### src/rtl/pwm_tick_counter_if.sv
// Control/status bundle for pwm_tick_counter.
// The count observation port exists only when COUNTER_COUNT_OUT_EN is defined.
interface pwm_tick_counter_if #(
   parameter int WIDTH = 8
);
   logic             clr;
   logic             enable;
   logic [WIDTH-1:0] max_count;
   logic             tc;
`ifdef COUNTER_COUNT_OUT_EN
   logic [WIDTH-1:0] count;

   modport slave  (input clr, enable, max_count, output tc, count);
   modport master (output clr, enable, max_count, input tc, count);
`else
   modport slave  (input clr, enable, max_count, output tc);
   modport master (output clr, enable, max_count, input tc);
`endif
endinterface

### src/rtl/pwm_tick_counter.sv
// Free-running modulo-(max_count+1) tick generator with a combinational terminal-count pulse.
// Optional feature macro: COUNTER_COUNT_OUT_EN exposes the counter register on bus.count.
module pwm_tick_counter #(
   parameter int WIDTH = 8
) (
   input  logic                clk,
   input  logic                rst,
   pwm_tick_counter_if.slave   bus
);

   logic [WIDTH-1:0] cnt_q;
   logic             at_term;

   // Unsigned >= so a max_count lowered below the current count still terminates and wraps.
   assign at_term = (cnt_q >= bus.max_count);

   // Gated by rst so tc is low the instant reset asserts, even when max_count is 0.
   assign bus.tc = rst & bus.enable & ~bus.clr & at_term;

   always_ff @(posedge clk or negedge rst) begin
      if (!rst) begin
         cnt_q <= '0;
      end else if (bus.clr) begin
         cnt_q <= '0;
      end else if (bus.enable) begin
         if (at_term) cnt_q <= '0;
         else         cnt_q <= cnt_q + WIDTH'(1);
      end
   end

`ifdef COUNTER_COUNT_OUT_EN
   assign bus.count = cnt_q;
`endif

endmodule

### src/flat_wrapper.sv
// flat-port wrapper written by rule: the top's interface ports become plain ports
module pwm_tick_counter_flat 
#(
   parameter int WIDTH = 8
)
  (clk, rst, bus_clr, bus_enable, bus_max_count, bus_tc);
  pwm_tick_counter_if #(.WIDTH(WIDTH)) bus_i ();
  input  logic clk;
  input  logic rst;
  input wire logic [$bits(bus_i.clr)-1:0] bus_clr;
  input wire logic [$bits(bus_i.enable)-1:0] bus_enable;
  input wire logic [$bits(bus_i.max_count)-1:0] bus_max_count;
  output wire logic [$bits(bus_i.tc)-1:0] bus_tc;
  assign bus_i.clr = bus_clr;
  assign bus_i.enable = bus_enable;
  assign bus_i.max_count = bus_max_count;
  assign bus_tc = bus_i.tc;
  pwm_tick_counter #(.WIDTH(WIDTH)) u_core (.clk(clk), .rst(rst), .bus(bus_i));
endmodule
### config.mk
export PLATFORM = sky130hd
export DESIGN_NAME = pwm_tick_counter_flat
export DESIGN_NICKNAME = d
export VERILOG_FILES = /design/src/rtl/pwm_tick_counter_if.sv /design/src/rtl/pwm_tick_counter.sv /design/src/flat_wrapper.sv
export SDC_FILE = /design/constraint.sdc
export NUM_CORES = 1
export LEC_CHECK = 0
export CAP_MARGIN = 20
export CORE_UTILIZATION = 56
export CTS_CLUSTER_SIZE = 25
export DETAILED_ROUTE_END_ITERATION = 12
export PLACE_DENSITY_LB_ADDON = 0.05
export REMOVE_ABC_BUFFERS = 1
export SYNTH_ARGS = -nofsm -noshare
export SYNTH_HDL_FRONTEND = slang
export SYNTH_SLANG_ARGS = --single-unit
### constraint.sdc
create_clock -name clk -period 2.66 [get_ports clk]
set_input_delay 0.399 -clock clk [delete_from_list [all_inputs] [get_ports clk]]
set_output_delay 0.399 -clock clk [all_outputs]
set_load 0.01 [all_outputs]
==> results by group <==
Run status
  • Outcome: finished, final reports clean

STA
  • Final setup TNS: 0 ns
  • Slew @ Worst Pin: about 0.32 ns
  • Final worst setup slack: around 0.095 ns
  • Number of hold violations in the final report: 0
  • Setup repair after global routing missed its margin: no
  • Fmax: ~390 MHz
  • Clock Skews: 0.000606 ns
  • Slew HR: approximately four fifths
  • Fin crit period: 2.56 ns
  • Final setup violation count: 0
  • Crit share post-route: approximately 96%
  • Slew Limit Fails: 0

Clocking
  • TritonCTS clock tree: built
  • Clock-pin slew on the worst setup and hold paths: approximately 0.06 ns
  • Root Driver: clkbuf_4
  • CTS buffer count: 3
  • Hold-fix buffers at CTS: 0
  • Sink Count: 8
  • Clock latency on the worst-skew pair: 0.27 ns
  • H-tree depth: 1
  • CTS Buffer Depth: 2
  • Postcts setup bufs: 0

Floorplan
  • IO Count: 13
  • Initial Utilization: roughly 60%
  • Row Count: 13
  • Area of the core: between 1000 and 1500 sq um
  • Die width: around 40 um
  • Die area: roughly 1600 sq um
  • Vert. Die Dim: 40.1 um

Power
  • Power Density: about 300 nW/um^2
  • Leak: roughly 0.44 nW
  • IR Drop Worst-Case VDD: 252 uV

Logic synthesis
  • Yosys reg bits: 8
  • Mapped Area: approximately 800 sq um
  • Cell count after synthesis: 90
  • Synthesis warning total: 0
  • Register area share after synthesis: between 20% and 30%
  • Mean Syn Cell Area: about 9 sq um
  • Count of cell types in the netlist: 30

Finish
  • Fillers: 104
  • NumNets Final: 130
  • Top flop regs: u_core.cnt_q x8
  • Area delta synth->final: 23.0%
  • Largest Register: u_core.cnt_q
  • Largest register FFs: 8
  • Ant diodes: 0
  • Layout cells sized above 1: between 10% and 20%
  • Most common cell after layout, fill and taps aside: clkdlybuf4s50_1
  • Commonest cells after routing, fill and taps aside: 11 x clkdlybuf4s50_1, 10 x inv_1, 9 x ha_1

Min path
  • Worst Hold Class: primary input to async pin

Setup path
  • CP Class: primary input to output pin
  • Critical path data required time: about 2.3 ns
  • Critical path capture point type: output pin
  • Critical Path Source Type: primary input
  • Crit path DAT: between 2 and 2.5 ns
  • Crit Path Max Fanout: 2

Placement
  • Pre-CTS WS: -0.188 ns
  • Detail Placement HPWL: 1410 um
  • Routability cong.: roughly 0.84
  • Port bufs: 12

Detailed routing
  • Via-per-instance ratio: around 6.4
  • Post-route DRC: 0
  • DRT iter0 DRCs: 26
  • Routed wire length: between 1500 and 2000 um
  • Routed len/inst: 15.7 um
  • Total number of vias: 784
  • Final ANT Viol Nets: 0
  • Pre-antenna DRT Iters: 4

Global routing
  • Vias in the first global route: between 600 and 700
  • Total track usage: 30.3%
  • Overflow after GRT: 0
  • Largest net degree at the start of global routing: 17
  • Number of antenna violations at the first check in global routing: 0
  • Global-route wire length before repair: just over 3000 um

Job
  • Maxcap violations: 0
==> final cells by class <==
cell class / count / area (sq um) / area share [%]
timing repair buffer: 20 / 179 / 17.9
inverter: 10 / 37.5 / 3.76
multi-input combinational: 66 / 541 / 54.1
clock buffer: 3 / 22.5 / 2.26
sequential: 8 / 200 / 20.1
tap: 15 / 18.8 / 1.88
==> report_power, final <==
group          switching (mW)  leakage [nW]  internal, mW
logic                  0.0340         0.317        0.0421
registers             0.00404         0.110         0.124
clock network          0.0476        0.0138        0.0520
total                  0.0857         0.442         0.218
==> repair_timing <==
action	in CTS	in global routing
pin swaps	0	2
endpoints found under the setup margin	1	1
resized for setup	2	0
==> critical path, stage by stage <==
cell             delay (ns)
clkdlybuf4s50_1        0.45
inv_1                  0.04
ha_1                   0.31
a2111oi_4              0.38
o21ai_1                0.12
and4b_1                0.20
dlygate4sd2_1          0.28
==> path summary, 6_finish.rpt <==
kind                             startpoint               to  slack (ns)  depth (start not counted)
setup / recovery           bus_max_count[1]           bus_tc         0.1                          7
hold / removal                          rst  u_core.cnt_q[3]        0.49                          2
setup reg to reg            u_core.cnt_q[0]  u_core.cnt_q[1]        0.80                          7
hold reg to reg             u_core.cnt_q[7]  u_core.cnt_q[7]        0.58                          2
max in group asynchronous               rst  u_core.cnt_q[0]        2.04                          2
min in group clk            u_core.cnt_q[7]  u_core.cnt_q[7]        0.58                          2
==> per-layer routing <==
metal	GRT usage [%]	part of all wire [%]
met4	18.1	1.9
met3	3.89	7.3
met1	40.2	45
met2	46.4	46
met5	0	0
==> metrics by stage <==
stage / power, mW / std cells / hold slack, ns / instance area (sq um) / utilization, %
after floorplan: 0.166 / 84 / 0.103 / 778 / -
after global placement: 0.203 / 119 / 0.552 / 977 / 74.2
after detailed placement: 0.206 / 119 / 0.575 / 977 / 74.2
after CTS: 0.303 / 122 / 0.488 / 998 / 75.8
after global routing: 0.318 / 122 / 0.494 / 998 / 75.8
final: 0.304 / 122 / 0.490 / 998 / 75.8
==> cells by family (layout without fill, tap and decap cells) <==
family                     Yosys count  after routing  synth area share [%]
AOI/OAI and AO/OA                   27             27                  27.3
adders and majority gates            9              9                  13.9
buffers and inverters               16             33                  8.78
DFF                                  8              8                  24.7
and+or+nand+nor                     30             30                  25.4
==> cells in the mapped netlist (all sizes together) <==
master,number,area [sq um]
inv,10,37.5
ha,9,113
nand2b,9,63.8
dfrtp,8,200
o211ai,6,45.0
o2111ai,5,43.8
a21oi,4,23.8
buf,4,26.3
nand4b,3,26.3
nor2,3,11.3
o221ai,3,26.3
a31oi,2,12.5
and4,2,17.5
clkbuf,2,7.51
nand2,2,7.51
nand3,2,10.0
nand4,2,12.5
nor3b,2,15.0
nor4b,2,17.5
o21a,2,15.0
o21ai,2,10.0
a2111oi,1,27.5
a21o,1,7.51
a41o,1,10.0
and4b,1,10.0
nor3,1,5.00
nor4bb,1,10.0
(Power assumes the default switching activity.)
